File: src/rtl/rf_riscv_sb.sv
// Register file with NREAD combinational read ports, primary and late write ports, and a busy scoreboard.
// Optional same-cycle write-to-read bypass is enabled by defining RF_WRITE_BYPASS_EN.
module rf_riscv_sb #(
  parameter int DEPTH = 32,
  parameter int WIDTH = 32,
  parameter int NREAD = 2,
  localparam int AW = $clog2(DEPTH),
  localparam int CW = $clog2(DEPTH + 1)
) (
  input  logic                   clk_i,
  input  logic                   rst_i,
  input  logic                   we_i,
  input  logic [AW-1:0]          waddr_i,
  input  logic [WIDTH-1:0]       wdata_i,
  input  logic                   lwe_i,
  input  logic [AW-1:0]          lwaddr_i,
  input  logic [WIDTH-1:0]       lwdata_i,
  input  logic                   rsv_i,
  input  logic [AW-1:0]          rsv_addr_i,
  input  logic [NREAD*AW-1:0]    raddr_i,
  output logic [NREAD*WIDTH-1:0] rdata_o,
  output logic [NREAD-1:0]       rbusy_o,
  output logic [CW-1:0]          pend_cnt_o,
  output logic                   wr_conflict_o
);

  logic [WIDTH-1:0] mem [DEPTH];
  logic [DEPTH-1:0] busy;
  logic [DEPTH-1:0] busy_next;
  logic [CW-1:0]    pend;
  logic             conflict;
  logic             rsv_hit;
  logic             rel_hit;
  logic             inc;
  logic             dec;
  logic             conflict_next;

  // Entry 0 is only ever reset, so it stays zero; primary wins a same-address collision.
  always_ff @(posedge clk_i or negedge rst_i) begin
    if (!rst_i) begin
      for (int i = 0; i < DEPTH; i++) begin
        mem[i] <= '0;
      end
    end else begin
      for (int i = 1; i < DEPTH; i++) begin
        if (we_i && (waddr_i == AW'(i))) begin
          mem[i] <= wdata_i;
        end else if (lwe_i && (lwaddr_i == AW'(i))) begin
          mem[i] <= lwdata_i;
        end
      end
    end
  end

  always_comb begin
    busy_next = busy;
    for (int i = 1; i < DEPTH; i++) begin
      if (rsv_i && (rsv_addr_i == AW'(i))) begin
        busy_next[i] = 1'b1;
      end else if (lwe_i && (lwaddr_i == AW'(i))) begin
        busy_next[i] = 1'b0;
      end
    end
    busy_next[0] = 1'b0;
  end

  // A new reservation overrides a same-register release, so that release does not decrement.
  assign rsv_hit       = rsv_i && (rsv_addr_i != '0);
  assign rel_hit       = lwe_i && (lwaddr_i != '0);
  assign inc           = rsv_hit && !busy[rsv_addr_i];
  assign dec           = rel_hit && busy[lwaddr_i] && !(rsv_hit && (rsv_addr_i == lwaddr_i));
  assign conflict_next = we_i && lwe_i && (waddr_i == lwaddr_i) && (waddr_i != '0);

  always_ff @(posedge clk_i or negedge rst_i) begin
    if (!rst_i) begin
      busy     <= '0;
      pend     <= '0;
      conflict <= 1'b0;
    end else begin
      busy     <= busy_next;
      conflict <= conflict_next;
      case ({inc, dec})
        2'b10:   pend <= pend + CW'(1);
        2'b01:   pend <= pend - CW'(1);
        default: pend <= pend;
      endcase
    end
  end

  assign pend_cnt_o    = pend;
  assign wr_conflict_o = conflict;

  for (genvar k = 0; k < NREAD; k++) begin : g_read
    logic [AW-1:0]    addr;
    logic [WIDTH-1:0] data;
    logic             bsy;

    assign addr = raddr_i[k*AW +: AW];

    always_comb begin
      data = mem[addr];
      bsy  = busy[addr];
`ifdef RF_WRITE_BYPASS_EN
      if (addr != '0) begin
        if (we_i && (waddr_i == addr)) begin
          data = wdata_i;
        end else if (lwe_i && (lwaddr_i == addr)) begin
          data = lwdata_i;
        end
        if (lwe_i && (lwaddr_i == addr) && !(rsv_i && (rsv_addr_i == addr))) begin
          bsy = 1'b0;
        end
      end
`endif
      if (addr == '0) begin
        data = '0;
        bsy  = 1'b0;
      end
    end

    assign rdata_o[k*WIDTH +: WIDTH] = data;
    assign rbusy_o[k]                = bsy;
  end

endmodule

File: config.mk
export PLATFORM = sky130hd
export DESIGN_NAME = rf_riscv_sb
export DESIGN_NICKNAME = d
export VERILOG_FILES = /design/src/rtl/rf_riscv_sb.sv
export SDC_FILE = /design/constraint.sdc
export NUM_CORES = 2
export LEC_CHECK = 0
export BUFFER_PORTS_ARGS = -buffer_cell sky130_fd_sc_hd__buf_2
export CORE_MARGIN = 10
export CORE_UTILIZATION = 50
export DETAILED_ROUTE_END_ITERATION = 16
export PLACE_DENSITY = 0.66
export SYNTH_ARGS = -nofsm -noshare
export SYNTH_HDL_FRONTEND = slang
export SYNTH_SLANG_ARGS = --single-unit
File: constraint.sdc
create_clock -name clk_i -period 6.11 [get_ports clk_i]
set_input_delay 1.222 -clock clk_i [delete_from_list [all_inputs] [get_ports clk_i]]
set_output_delay 1.222 -clock clk_i [all_outputs]
set_load 0.02 [all_outputs]
==> summary.txt <==
Timing
  – Least-Margin Pin Slew: roughly 1.3 ns
  – Clk_skew: a little under 0.006 ns
  – Crit path time final: 5.315 ns
  – Slew HR: 0.09971
  – Max Freq: roughly 0.19 GHz
  – Period utilization: 0.8700
  – Final setup TNS: 0 ns
  – Setup Viol. Count Final: 0
  – RSZ-0062 raised after global routing: no
  – Final Hold Fails: 0
  – Max-slew violations: 0

CTS
  – Root Driver: clkbuf_16
  – CTS H-Tree Depth: 3
  – Clk buf depth: 3
  – CTS hold repair buffers: 0
  – Clock Sinks: a little over 1,000
  – CTS resizes: 0
  – CTS Buf Count: approximately 120
  – Worst-Skew Late Latency: 0.76 ns
  – Reg clk slew, reported paths: around 0.060 ns
  – CTS tree: done
  – Post-CTS setup buffer count: 0

Synth
  – Post-synth EDFFs: 0
  – Synthesized area: about 65,000 µm²
  – Synthesized net count: ~6,300
  – Seq/Total Area, Yosys: 0.3964
  – Ys async rst share: 1.000
  – Synth Flop Type: dfrtp_1
  – Yosys reg bits: a little over 1,000
  – Synth warn: 32
  – Post-Syn Instances: 6,156
  – Synth Area per Inst: 10.56 µm²
  – Netlist cell types: between 60 and 70

Power and ir drop
  – Sequential share of power: 0.427
  – Max VDD drop: about 250 µV
  – Design internal power: 0.01612 W
  – Leak Pwr: approximately 31 nW
  – Switching power: ~0.0076 W
  – Tot Pwr: roughly 0.024 W
  – Pwr/cell area: 333.9 nW/µm²
  – Comb power frac: 0.266
  – Sw Share: 0.3207
  – Clk pwr share: 0.308

Global route
  – Initial antenna violation count: 44
  – Largest net degree at the start of global routing: around 150
  – GR Overflow Total: 0
  – Vias in the first global route: about 50,000
  – Global-route wire length before repair: ~360,000 µm
  – Total track usage: 0.3358

Route
  – Residual DRC: 0
  – Via/cell ratio: ~6.8
  – Routed WL per cell: ~33 µm
  – WL final: about 250,000 µm
  – Antenna Nets Post-Route: 0
  – DRT Pass-1 Iters: 8
  – Via count: around 53,000
  – DRT iter0 DRCs: 7,424

Layout
  – Fill cells: ~11,000
  – Most frequent cells in the layout: 1,202 x mux2i_1, 1,030 x dfrtp_1, 552 x nor2_1
  – Layout Nets: 5,968
  – Fraction of layout cells with a size suffix above 1: 0.1838
  – P&R area growth vs syn: 9.280%
  – Commonest non-fill, non-tap cell in the layout: mux2i_1

Die
  – Core Area: between 100,000 and 150,000 µm²
  – Die W: approximately 380 µm
  – Core Rows: 132
  – IO Pins: about 170
  – Die area: 144,900 µm²
  – Starting density of the core: 0.5028
  – Die Y: 380.6 µm

Setup path
  – Worst-path maximum fanout: just under 60
  – Crit path DAT: between 4 and 5 ns
  – Setup crit start: raddr_i[2]
  – Kind of start point of the critical path: primary input
  – Worst Setup End Kind: primary output
  – Kind of critical path: in2out
  – CP required: between 4 and 5 ns
  – R2r startpoint: busy[10]

Place
  – HPWL after DPL: 146,700 µm
  – GPL Wtd Cong: just over 0.9
  – Port buffer count: 166

Min path
  – Min-Delay Path Class: in2async

Run status
  – Status: complete, no violations

Job
  – Max-cap violations: 0
[stage by stage]
step	util	hold slack, ns	setup WS, ns	instance area [µm²]	cells
final	0.5494	0.5198	0.7945	71050	7725
after global routing	0.5493	0.5584	0.8641	71030	7719
after CTS	0.5491	0.5424	0.9393	71010	7709
after detailed placement	0.5189	0.5418	0.8936	67100	7493
after global placement	0.5189	0.5376	0.9246	67100	7493
after floorplan	-	0.4991	1.869	65020	6156
[power by group through the flow]
stage / Clock (W) / Combinational [W] / Sequential [W]
floorplan: 0 / 0.00471 / 0.00968
global placement: 0 / 0.00605 / 0.0100
detailed placement: 0 / 0.00623 / 0.0102
CTS: 0.00732 / 0.00624 / 0.0101
global route: 0.00759 / 0.00681 / 0.0103
finish: 0.00730 / 0.00630 / 0.0101
[cells by family after synthesis]
group / after synthesis / share of synthesized area
adders and majority gates: 6 / 0.001270
buffers and inverters: 725 / 0.04859
and+or+nand+nor: 1252 / 0.07858
xor gates and xnor gates: 12 / 0.001617
AOI/OAI and AO/OA: 1420 / 0.1237
DFF: 1030 / 0.3964
muxes: 1711 / 0.3498
[flip-flops by register name (all words and copies together), names as in the netlist]
name and count:
busy 31, mem 992, pend_cnt_o 6, wr_conflict_o 1
[final cells by class]
class | instances | area [µm²] | share of cell area
repair buffers | 313 | 2542 | 0.03578
flip-flops and latches | 1030 | 25770 | 0.3628
well taps | 1742 | 2180 | 0.03068
clock buffers | 171 | 3358 | 0.04727
clock inverters | 45 | 550.5 | 0.007749
multi-input cells | 4401 | 36580 | 0.5148
diodes | 16 | 40.04 | 0.0005635
inverters | 7 | 26.28 | 0.0003698
[critical path: stages]
cell	delay (ns)
buf_8	0.44
buf_4	0.66
mux4_2	0.32
mux2i_1	0.07
and2_1	0.18
o31ai_1	0.78
buf_2	0.31
[per-layer routing]
layer  up-vias  track usage  wire, µm
met4        22       0.1698     14390
met5         -            0       155
met3       796       0.1095     33430
met1     26270       0.4429     93820
met2      3758       0.4940    109300
li1      21950            -         -
[Yosys cell counts, drive strengths merged, types with 2 or more instances]
cell	n	area, µm²
a22oi	34	255.2
nand4bb	3	33.78
nand2b	11	68.82
nand4	2	18.77
a32o	3	30.03
a22o	106	928.4
nor4bb	3	30.03
nand3b	2	15.01
a211o	34	297.8
xnor2	8	70.07
or4b	2	20.02
clkbuf	502	1889
dfrtp	1030	25770
and2	37	231.5
mux4	442	9958
o22ai	66	412.9
o31ai	34	255.2
nor3	2	10.01
ha	5	62.56
o2111ai	2	17.52
nor4b	2	23.77
nand3	8	45.04
mux2i	1202	12030
a211oi	34	260.3
nor2	582	2232
or2	6	37.53
a21oi	513	2567
o21ai	582	2913
inv	7	26.28
mux2	67	754.5
xor2	4	35.03
nor3b	2	15.01
nand4b	3	45.04
and4b	3	30.03
nor2b	16	100.1
nand2	564	2120
buf	216	1244
[worst paths after layout]
path / slack (ns) / depth (start not counted) / to
setup / recovery: 0.79 / 7 / rdata_o[2]
hold / removal: 0.52 / 1 / mem[188]
setup reg to reg: 2.06 / 10 / pend_cnt_o[5]
hold reg to reg: 0.56 / 1 / pend_cnt_o[0]
max in group asynchronous: 4.05 / 2 / mem[905]
min in group clk_i: 0.56 / 1 / pend_cnt_o[0]
No activity file was read; power rests on OpenSTA's default activity.
